==> config.mk <==
export PLATFORM = sky130hd
export DESIGN_NAME = alu_issue_queue
export DESIGN_NICKNAME = d
export VERILOG_FILES = /design/src/rtl/alu_issue_queue_pkg.sv /design/src/rtl/alu_issue_queue_select.sv /design/src/rtl/alu_issue_queue.sv
export SDC_FILE = /design/constraint.sdc
export NUM_CORES = 1
export LEC_CHECK = 0
export ABC_AREA = 0
export CAP_MARGIN = 10
export CORE_MARGIN = 4
export CORE_UTILIZATION = 54
export DETAILED_ROUTE_END_ITERATION = 16
export GPL_TIMING_DRIVEN = 0
export PLACE_DENSITY = 0.83
export RECOVER_POWER = 25
export SYNTH_ARGS = -nofsm -noshare
export SYNTH_HDL_FRONTEND = slang
export SYNTH_HIERARCHICAL = 1
export SYNTH_SLANG_ARGS = --single-unit
==> constraint.sdc <==
create_clock -name clk -period 10.3 [get_ports clk]
set_input_delay 2.06 -clock clk [delete_from_list [all_inputs] [get_ports clk]]
set_output_delay 2.06 -clock clk [all_outputs]
set_load 0.05 [all_outputs]
==> src/rtl/alu_issue_queue_pkg.sv <==
// Shared types for the ALU issue queue: decoded instruction, queue entry and
// the operand wakeup helper used on both stored and incoming entries.
package alu_issue_queue_pkg;

  localparam int IQ_DEPTH_MAX = 8;

  typedef enum logic [3:0] {
    ALU_ADD, ALU_SUB, ALU_SLL, ALU_SLT, ALU_SLTU,
    ALU_XOR, ALU_SRL, ALU_SRA, ALU_OR,  ALU_AND
  } alu_op_e;

  typedef struct packed {
    alu_op_e     op;
    logic        use_imm;
    logic [4:0]  rd;
    logic [4:0]  rs1;
    logic [4:0]  rs2;
    logic [31:0] rs1_val;
    logic [31:0] rs2_val;
    logic [31:0] imm;
  } decoded_instr;

  typedef struct packed {
    decoded_instr instr;
    logic         rs1_pend;
    logic         rs2_pend;
  } iq_entry_t;

  // x0 is hard-wired zero, so a write to it never resolves a pending operand.
  function automatic iq_entry_t iq_wake(input iq_entry_t   e,
                                        input logic        wb_valid,
                                        input logic [4:0]  wb_idx,
                                        input logic [31:0] wb_val);
    iq_entry_t r;
    r = e;
    if (wb_valid && wb_idx != 5'd0) begin
      if (e.rs1_pend && e.instr.rs1 == wb_idx) begin
        r.instr.rs1_val = wb_val;
        r.rs1_pend      = 1'b0;
      end
      if (e.rs2_pend && e.instr.rs2 == wb_idx) begin
        r.instr.rs2_val = wb_val;
        r.rs2_pend      = 1'b0;
      end
    end
    return r;
  endfunction

endpackage

==> src/rtl/alu_issue_queue_select.sv <==
// Lowest-index priority select: reports whether any request is set, plus the
// one-hot and binary position of the lowest one.
module alu_issue_queue_select #(
  parameter  int N     = 4,
  localparam int IDX_W = $clog2(N)
) (
  input  logic [N-1:0]     i_req,
  output logic             o_found,
  output logic [N-1:0]     o_onehot,
  output logic [IDX_W-1:0] o_idx
);

  // Scan from the top so the lowest set request is the last one to win.
  always_comb begin
    // NOTE: every output gets a default before the loop so no latch is inferred.
    o_found  = 1'b0;
    o_onehot = '0;
    o_idx    = '0;
    for (int i = N - 1; i >= 0; i--) begin
      if (i_req[i]) begin
        o_found     = 1'b1;
        o_onehot    = '0;
        o_onehot[i] = 1'b1;
        o_idx       = IDX_W'(i);
      end
    end
  end

endmodule

==> src/rtl/alu_issue_queue.sv <==
// Compacting issue queue in front of the ALU: in-order allocation, oldest-ready
// issue, operand capture from the writeback bus.
module alu_issue_queue
  import alu_issue_queue_pkg::*;
#(
  parameter  int DEPTH        = 4,
  parameter  bit X0_ASSERT_EN = 1'b1,
  localparam int COUNT_W      = $clog2(DEPTH + 1)
) (
  input  logic               clk,
  input  logic               rst,
  input  logic               flush,
  input  logic               enq_valid,
  output logic               enq_ready,
  input  iq_entry_t          enq_data,
  output logic               issue_valid,
  input  logic               issue_ready,
  output decoded_instr       issue_data,
  input  logic               wb_valid,
  input  logic [4:0]         wb_idx,
  input  logic [31:0]        wb_val,
  output logic [COUNT_W-1:0] count
);

  localparam int IDX_W = $clog2(DEPTH);

  logic [DEPTH-1:0]   r_valid;
  iq_entry_t          r_entry [DEPTH];
  logic [COUNT_W-1:0] r_count;

  logic [DEPTH-1:0]   w_ready;
  logic               w_sel_found;
  logic [DEPTH-1:0]   w_sel_onehot;
  logic [IDX_W-1:0]   w_sel_idx;
  logic               w_fire;
  logic               w_enq;
  logic [DEPTH-1:0]   w_shift;
  logic [COUNT_W-1:0] w_wr_ptr;
  iq_entry_t          w_in_entry;
  iq_entry_t          w_woken   [DEPTH];
  iq_entry_t          w_nxt_entry [DEPTH];
  logic [DEPTH-1:0]   w_nxt_valid;
  logic [COUNT_W-1:0] w_nxt_count;

  always_comb begin
    for (int i = 0; i < DEPTH; i++) begin
      w_ready[i] = r_valid[i] && !r_entry[i].rs1_pend && !r_entry[i].rs2_pend;
    end
  end

  alu_issue_queue_select #(.N(DEPTH)) u_select (
    .i_req    (w_ready),
    .o_found  (w_sel_found),
    .o_onehot (w_sel_onehot),
    .o_idx    (w_sel_idx)
  );

  assign issue_valid = w_sel_found;
  assign issue_data  = r_entry[w_sel_idx].instr;
  assign w_fire      = w_sel_found && issue_ready;
  assign enq_ready   = (r_count < COUNT_W'(DEPTH)) && !flush;
  assign w_enq       = enq_valid && enq_ready;
  assign w_wr_ptr    = r_count - COUNT_W'(w_fire);
  assign count       = r_count;

  // Every slot at or above the issued one takes its upper neighbour.
  always_comb begin
    logic run;
    run = 1'b0;
    for (int i = 0; i < DEPTH; i++) begin
      run        = run | (w_fire & w_sel_onehot[i]);
      w_shift[i] = run;
    end
  end

  always_comb begin
    w_in_entry = iq_wake(enq_data, wb_valid, wb_idx, wb_val);
    for (int i = 0; i < DEPTH; i++) begin
      w_woken[i] = iq_wake(r_entry[i], wb_valid, wb_idx, wb_val);
    end
  end

  always_comb begin
    for (int i = 0; i < DEPTH - 1; i++) begin
      w_nxt_valid[i] = w_shift[i] ? r_valid[i+1] : r_valid[i];
      w_nxt_entry[i] = w_shift[i] ? w_woken[i+1] : w_woken[i];
    end
    w_nxt_valid[DEPTH-1] = w_shift[DEPTH-1] ? 1'b0 : r_valid[DEPTH-1];
    w_nxt_entry[DEPTH-1] = w_woken[DEPTH-1];

    // The write slot already accounts for the shift caused by a same-edge issue.
    if (w_enq) begin
      for (int i = 0; i < DEPTH; i++) begin
        if (COUNT_W'(i) == w_wr_ptr) begin
          w_nxt_valid[i] = 1'b1;
          w_nxt_entry[i] = w_in_entry;
        end
      end
    end

    if (flush) w_nxt_valid = '0;
  end

  always_comb begin
    w_nxt_count = r_count;
    if (flush)                 w_nxt_count = '0;
    else if (w_enq && !w_fire) w_nxt_count = r_count + 1'b1;
    else if (!w_enq && w_fire) w_nxt_count = r_count - 1'b1;
  end

  always_ff @(posedge clk or negedge rst) begin
    if (!rst) begin
      r_valid <= '0;
      r_count <= '0;
    end else begin
      r_valid <= w_nxt_valid;
      r_count <= w_nxt_count;
    end
  end

  // NOTE: payload storage is not reset; the valid bits alone decide what is live.
  always_ff @(posedge clk) begin
    r_entry <= w_nxt_entry;
  end

  a_depth_range: assert property (@(posedge clk) disable iff (!rst)
    (DEPTH >= 2) && (DEPTH <= IQ_DEPTH_MAX));

  a_imm_no_rs2: assert property (@(posedge clk) disable iff (!rst)
    (enq_valid && enq_data.instr.use_imm) |-> !enq_data.rs2_pend);

  if (X0_ASSERT_EN) begin : g_x0_check
    a_no_x0_pend: assert property (@(posedge clk) disable iff (!rst)
      enq_valid |-> !((enq_data.rs1_pend && enq_data.instr.rs1 == 5'd0) ||
                      (enq_data.rs2_pend && enq_data.instr.rs2 == 5'd0)));
  end

endmodule

Word-level counts from Yosys, hierarchy flattened:

Cells that the tools add are included.

* output and inout port bits: 121
* word-level logic and storage cells: 173
* input bits: 161
* register bits: 479

* bitwise logic cells: 8
* muxes and demuxes: 66
* reduce and logical (&&, ||, !) cells: 39
* magnitude comparators: 2
* $add $sub $neg: 3
* equality and inequality tests: 13

Operator list (count)
* 2-to-1 mux 118 bit: 9
* 2-to-1 mux 472 bit: 1
* 2-to-1 mux 32 bit: 10
* 2-to-1 mux 64 bit: 5
* binary-select mux 118 bit (select 2 bit): 1
* == test 5 bit: 10
* logical AND 1 bit: 24
* 2-to-1 mux 4 bit: 6
* 2-to-1 mux 1 bit: 22
* 2-to-1 mux 2 bit: 9
* zero test 1 bit: 11
* 2-to-1 mux 3 bit: 3
* == test 2 x 3 -> 1 bit (first input constant): 2
* nonzero test 5 bit: 1
* bitwise AND 1 bit: 4
* adder 3 x 1 -> 3 bit (second input constant): 1
* == test 1 x 3 -> 1 bit (first input constant): 1
* greater-or-equal comparator 3 bit (second input constant): 1
* zero test 3 bit: 1
* less-than comparator 3 bit (second input constant): 1
* NOT 2 -> 3 bit: 1
* OR 1 bit: 3
* nonzero test 3 bit: 1
* subtractor 3 x 1 -> 3 bit: 1
* 2 further kinds: 2

Longest topological paths before layout:

Gate-level depths: netlist (run 1).

* depth in word-level cells: 16
* depth in mapped cells: 15
* gate-level depth less buffers: 13

Modules after synthesis:

Netlist (run 1), hierarchy kept.

By module, submodules not included
* alu_issue_queue: area each 23347.4 um^2, seq. area each 10144.7 um^2, times used 1, cells an instance 2331
* alu_issue_queue_select: area each 61.3 um^2, seq. area each 0.0 um^2, times used 1, cells an instance 11

Least setup slack after synthesis (run 1):

No wires, ideal clock.

* path type: in2reg
* start: input issue_ready
* end: register r_entry[100] in the netlist's numbering, enable pin
* setup time: 406 ps
* setup slack: 5052 ps
* data required time: 9894 ps
* arrival time: 4842 ps
* buffers on the path: 2
* cell stages on the path: 9
* path through: nand2_1 > inv_1 > ha_1 > ha_1 > or4b_4 > or3_1 > buf_4 > clkbuf_1 > inv_1

* word-level cells in the longest chain between the ends: 4

Ends and longest elaborated chain
* start, declared: line alu_issue_queue.sv:17 `input logic issue_ready,`
* logical AND 1 bit: line alu_issue_queue.sv:60 `assign w_fire = w_sel_found && issue_ready;`
* subtractor 3 x 1 -> 3 bit: line alu_issue_queue.sv:63 `assign w_wr_ptr = r_count - COUNT_W'(w_fire);`
* == test 2 x 3 -> 1 bit: line alu_issue_queue.sv:94 `if (COUNT_W'(i) == w_wr_ptr) begin`
* AND reduction 2 bit (no line)
* end signal, assigned: line alu_issue_queue.sv:123 `r_entry <= w_nxt_entry;`
* end, declared: line alu_issue_queue.sv:28 `iq_entry_t r_entry [DEPTH];`

Every way passes these cells.
A chain may end at the register's enable or synchronous reset.

==> results of run 1 <==
[Yosys cell counts, drive strengths merged, types with 41 or more instances]
cell    instances  area share
a22oi         128       0.041
a31oi         159       0.042
buf            70       0.015
clkbuf        182       0.029
dfxtp         420        0.36
edfxtp         52       0.067
inv            41      0.0066
mux4          116        0.11
nand2         341       0.055
nor2          202       0.032
o211ai         68       0.022
o221a         160       0.077
o32a           65       0.028
or3            65       0.017
xnor2          48       0.018
[state kept, by name, indices dropped and copies added, names as in the netlist]
signal	count
r_entry	472
count	3
r_valid	4
[worst max-delay path: cells and delay by family (launching register included)]
| kind | cells | cell delay, ns |
|---|---|---|
| buf+inv | 4 | 3.24 |
| flops | 1 | 0.38 |
| mux | 1 | 0.39 |
| simple gates | 3 | 0.78 |
[cells by family after synthesis]
family | after synthesis | share of synthesized area
flops | 479 | 0.433
fa+ha+maj | 3 | 0.00192
compound gates | 727 | 0.258
xor+xnor | 52 | 0.0198
simple gates | 667 | 0.122
buf+inv | 293 | 0.0504
mux | 121 | 0.114
[worst max path at each step]
| stage | start | end | slack (ns) | depth (start not counted) |
|---|---|---|---|---|
| floorplan | issue_ready | r_entry[100] | 5.05 | 9 |
| global placement | issue_ready | r_entry[31] | 3.45 | 10 |
| detailed placement | r_valid[3] | issue_data[75] | 3.80 | 8 |
| CTS | r_valid[3] | issue_data[75] | 3.17 | 8 |
| global route | r_valid[3] | issue_data[100] | 2.95 | 8 |
| finish | r_valid[3] | issue_data[96] | 2.82 | 8 |
[routing by layer]
layer	up-vias	part of all wire
met5	-	0.0012
li1	9693	-
met4	16	0.051
met3	344	0.13
met1	11026	0.36
met2	1869	0.46
[power groups by stage]
stage	combinational [mW]	clock, mW	sequential [mW]
floorplan	2.92	0	3.25
CTS	3.99	1.82	3.40
global placement	3.86	0	3.37
detailed placement	3.96	0	3.43
finish	4.04	1.81	3.45
global route	4.23	1.89	3.53
[area by class of cell]
| class | instances | area, µm² | area share |
|---|---|---|---|
| Antenna cell | 9 | 22.5 | 0.000797 |
| Timing Repair Buffer | 251 | 2510 | 0.0890 |
| Tap cell | 585 | 732 | 0.0259 |
| Multi-Input combinational cell | 1570 | 12000 | 0.426 |
| Buffer | 252 | 1020 | 0.0361 |
| Clock inverter | 13 | 115 | 0.00407 |
| Clock buffer | 79 | 1510 | 0.0535 |
| Sequential cell | 479 | 10100 | 0.359 |
| Inverter | 41 | 154 | 0.00545 |
==> results.yml, run 1 <==
clocking:
  root_buffer: "clkbuf_16"
  post_cts_resized: 0
  clk_latency_ns: 0.62
  path_clk_slew_ns: 0.06
  cts_buffers: 51
  holdBufCountCts: 0
  cts_setup_buffers: 0
  tritoncts: "built"
  htree_levels: 2
  cts.sinks: 479
  clockBufferDepth: 3
detailed_routing:
  drt_iter0_markers: 3318
  post_drt_wl_per_cell_um: 26.4
  ant_nets: 0
  drc: 0
  firstDrtPassIters: 6
  wl_um: 86500
  route.vias.total: 22948
  vias_per_cell: 7.00
worst_setup_path:
  max_stage_delay_ns: 0.90
  critPathKind: "register to output pin"
  cp.arrival_ns: 5.42
  end_kind: "output pin"
  startpoint_type: "register"
  crit_top_cell: "clkbuf_1"
  crit_chain: "nor3b_1, nor2_1, nor3_1, clkbuf_1, clkbuf_1, clkbuf_1, mux4_2, clkdlybuf4s50_1"
  rr_startpoint: "r_entry[236]"
  rrSetupSlack_ns: 5.09
  timing.rr.end: "r_entry[326]"
  required_ns: 8.24
  slowest_stage: "clkbuf_1"
  crit_fanout: 10
  worstRegToRegCells: 15
synthesis:
  avgSynthCellArea_um2: 10.0
  async_flop_share: 0.0146
  synth_nets: 2506
  synthCells: 2342
  ys_types: 69
  synth-edff-count: 52
  synth_warnings: 6
  yosysSeqAreaShare: 0.433
  ys_ff_latch: 479
  synth_flop_cell: "dfxtp_1"
  syn_area_mm2: 0.0234
sta:
  whs_ns: 0.476
  fin_crit_sh: 0.726
  skew_ns: 0.0413
  slew_violations: 13
  final-setup-viol-count: 0
  max_freq_ghz: 0.134
  hold_viol: 0
  rsz0062_at_grt: "no"
  period_minus_slack_ns: 7.48
  slew_headroom: -0.152
  worst_pin_slew_ns: 1.71
  fin_setup_tns_ns: 0
  final.setup.worst_slack_ns: 2.82
run:
  cap_violations: 3
place:
  post_dp_cell_area_mm2: 0.0266
  place.gp.congestion: 0.980
  portBuffers: 247
  dpl.hpwl_um: 58500
  dp_slack_ns: 3.80
  dp.cells: 3177
global_route:
  busiest_layer: "met2"
  first_global_vias: 22520
  antenna_found_initial: 17
  grt_overflow: 0
  track_usage: 0.351
  met1_usage: 0.451
  grt_use_met3: 0.101
  grt_pass1_wl_um: 130000
  use_met2: 0.542
  grt_max_degree: 33
worst_hold_path:
  hold_path_depth: 2
  hp-class: "register to register"
  hold-path-endpoint: "r_entry[372]"
  min_from: "r_entry[372]"
floorplan:
  io_pins: 282
  die_width_um: 216
  core_area_mm2: 0.0430
  die_y_um: 216
  start_util: 0.545
  dieArea_mm2: 0.0467
  row_count: 76
power:
  p_sw_mw: 3.64
  p_comb_frac: 0.434
  power_density_mw_per_mm2: 329
  p_int_mw: 5.65
  power_leakage_nw: 10.1
  p_seq_frac: 0.371
  p_total_mw: 9.30
  ir_worst_vdd_v: 0.000200
  clock_power_share: 0.195
  sw_frac_of_total: 0.392
layout:
  layoutNonFillerInstCount: 3279
  drive_above_1_share: 0.152
  num-fill-cells: 3390
  fin_util: 0.657
  layout_commonest_cell: "dfxtp_1"
  area.growth.synth_to_final_pct: 20.7
  final_cell_mix: "dfxtp_1, nand2_1, nor2_1"
  nNetsFinal: 2810
  final_cell_area_mm2: 0.0283
status:
  failed_checks: "capacitance limit, slew limit"
  outcome: "complete, but fails checks"
Power figures use the tool's default switching activity.
==> inputs of run 2 (changes only) <==
--- a/config.mk
+++ b/config.mk
@@ -8,10 +8,10 @@
 export ABC_AREA = 0
 export CAP_MARGIN = 10
 export CORE_MARGIN = 4
-export CORE_UTILIZATION = 54
+export CORE_UTILIZATION = 51
 export DETAILED_ROUTE_END_ITERATION = 16
 export GPL_TIMING_DRIVEN = 0
-export PLACE_DENSITY = 0.83
+export PLACE_DENSITY = 0.82
 export RECOVER_POWER = 25
 export SYNTH_ARGS = -nofsm -noshare
 export SYNTH_HDL_FRONTEND = slang
==> constraint.sdc (replaced) <==
create_clock -name clk -period 6.79 [get_ports clk]
set_input_delay 1.358 -clock clk [delete_from_list [all_inputs] [get_ports clk]]
set_output_delay 1.358 -clock clk [all_outputs]
set_load 0.05 [all_outputs]
==> run 2 against run 1 <==
Compared with the run above: the flow now finishes without violations; critical path type unchanged; clock power rose by 61%; largest cell class unchanged; critical path depth did not move; largest power group unchanged; worst hold slack got worse by 0.0039 ns; routed wire length rose by 1.2%; critical endpoint is now issue_data[82]; count of clock-buffer cells in the layout fell by 9.
==> results.yml, run 2 (same netlist as run 1, synthesis figures left out) <==
worst_setup_path:
  crit_top_cell: "clkbuf_1"
  max_stage_delay_ns: 0.86
  crit_fanout: 10
  path_buf_inv: 4
  end_kind: "output pin"
  crit_chain: "nor3b_1, nor2_1, nor3_1, clkbuf_1, clkbuf_1, clkbuf_1, mux4_2, clkdlybuf4s50_1"
  startpoint_type: "register"
  critPathKind: "register to output pin"
  cp.arrival_ns: 5.20
  slowest_stage: "clkbuf_1"
  required_ns: 5.43
  critPathTopFamily: "buffers and inverters"
global_route:
  busiest_layer: "met2"
  grt_use_met3: 0.105
  antenna_found_initial: 23
  met1_usage: 0.430
  track_usage: 0.333
  first_global_vias: 22837
  grt_max_degree: 39
  grt_pass1_wl_um: 132000
  use_met2: 0.501
  grt_overflow: 0
sta:
  rsz0062_at_grt: "no"
  final-setup-viol-count: 0
  slew_headroom: 0.0380
  fin_crit_sh: 0.965
  period_minus_slack_ns: 6.55
  worst_pin_slew_ns: 1.43
  hold_viol: 0
  fin_setup_tns_ns: 0
  final.setup.worst_slack_ns: 0.237
  max_freq_ghz: 0.153
  skew_ns: 0.0277
  slew_violations: 0
layout:
  fin_util: 0.626
  area.growth.synth_to_final_pct: 21.3
  regMostFlops: "r_entry"
  final_cell_mix: "dfxtp_1, nand2_1, nor2_1"
  largest_register_ffs: 472
  nNetsFinal: 2813
  drive_above_1_share: 0.155
  layoutNonFillerInstCount: 3309
  num-fill-cells: 3597
  layout_commonest_cell: "dfxtp_1"
clocking:
  cts_buffers: 52
  path_clk_slew_ns: 0.06
  cts_setup_buffers: 0
  cts.sinks: 479
  tritoncts: "built"
  clk_latency_ns: 0.61
  post_cts_resized: 0
  clockBufferDepth: 3
  holdBufCountCts: 0
  htree_levels: 2
  root_buffer: "clkbuf_16"
place:
  place.gp.congestion: 0.957
  dpl.hpwl_um: 58700
  dp.cells: 3190
  dp_slack_ns: 1.05
  portBuffers: 247
detailed_routing:
  drc: 0
  drt_iter0_markers: 3856
  post_drt_wl_per_cell_um: 26.4
  route.vias.total: 23058
  firstDrtPassIters: 7
  ant_nets: 0
  vias_per_cell: 6.97
  wl_um: 87500
floorplan:
  start_util: 0.516
  row_count: 78
  die_y_um: 222
  io_pins: 282
  dieArea_mm2: 0.0494
  die_width_um: 222
  core_area_mm2: 0.0454
status:
  outcome: "finished clean"
power:
  power_density_mw_per_mm2: 503
  ir_worst_vdd_v: 0.000373
  p_total_mw: 14.3
  power_leakage_nw: 10.1
run:
  cap_violations: 0
worst_hold_path:
  hp-class: "register to register"
-- run 2: changes by cell type in the layout (fill, tap and decap cells not counted), sizes merged --
cell	delta
diode	+7
buf	-1
clkinv	+7
clkbuf	-6
clkdlybuf4s50	-1
inv	+3
dlygate4sd3	+1
clkinvlp	+2
bufinv	+3
-- run 2: routing by layer --
metal / vias to the layer above / wire length, µm
li1: 9702 / -
met1: 10987 / 31100
met2: 1966 / 39300
met3: 385 / 12400
met4: 18 / 4550
met5: - / 109
-- run 2: worst paths after layout --
| check | from | end | slack, ns | cells past startpoint |
|---|---|---|---|---|
| hold / removal | r_entry[131] | r_entry[249] | 0.47 | 2 |
| setup / recovery | r_valid[3] | issue_data[82] | 0.24 | 8 |
| min in group asynchronous | rst | count[2] | 1.08 | 1 |
| setup reg to reg | r_entry[236] | r_entry[441] | 1.77 | 14 |
| max in group asynchronous | rst | count[1] | 5.47 | 1 |
| hold reg to reg | r_entry[131] | r_entry[249] | 0.47 | 2 |
-- run 2: report_power, final --
part / leakage [nW] / switching, mW / internal, mW / total (mW)
logic: 5.17 / 3.35 / 2.78 / 6.14
registers: 4.10 / 1.02 / 4.23 / 5.25
clock network: 0.855 / 1.24 / 1.67 / 2.91
total: 10.1 / 5.61 / 8.69 / 14.3
-- run 2: through the flow --
step / instance area (µm²) / hold slack (ns)
finish: 28400 / 0.472
global route: 28400 / 0.492
CTS: 28400 / 0.475
detailed placement: 26700 / 0.467
global placement: 26600 / 0.457
floorplan: 23400 / 0.448
-- run 2: cell type report --
type                       instances  area, µm²  area share
multi-input combinational       1570      12000       0.424
sequential                       479      10100       0.357
timing repair buffer             253       2520      0.0887
clock buffer                      70       1470      0.0518
buffer                           252       1020      0.0359
tap                              600        751      0.0264
clock inverter                    28        260     0.00916
inverter                          41        154     0.00542
antenna                           16       40.0     0.00141
-- run 2: worst reg2reg max path, delay by kind of cell, from the launching register on --
kind                     cells  cell delay, ns
AO/OA/AOI/OAI                2            0.79
adder cells (fa/ha/maj)      2            0.37
buffers and inverters        3            0.63
flip-flops                   1            0.37
AND/OR/NAND/NOR              7            2.76
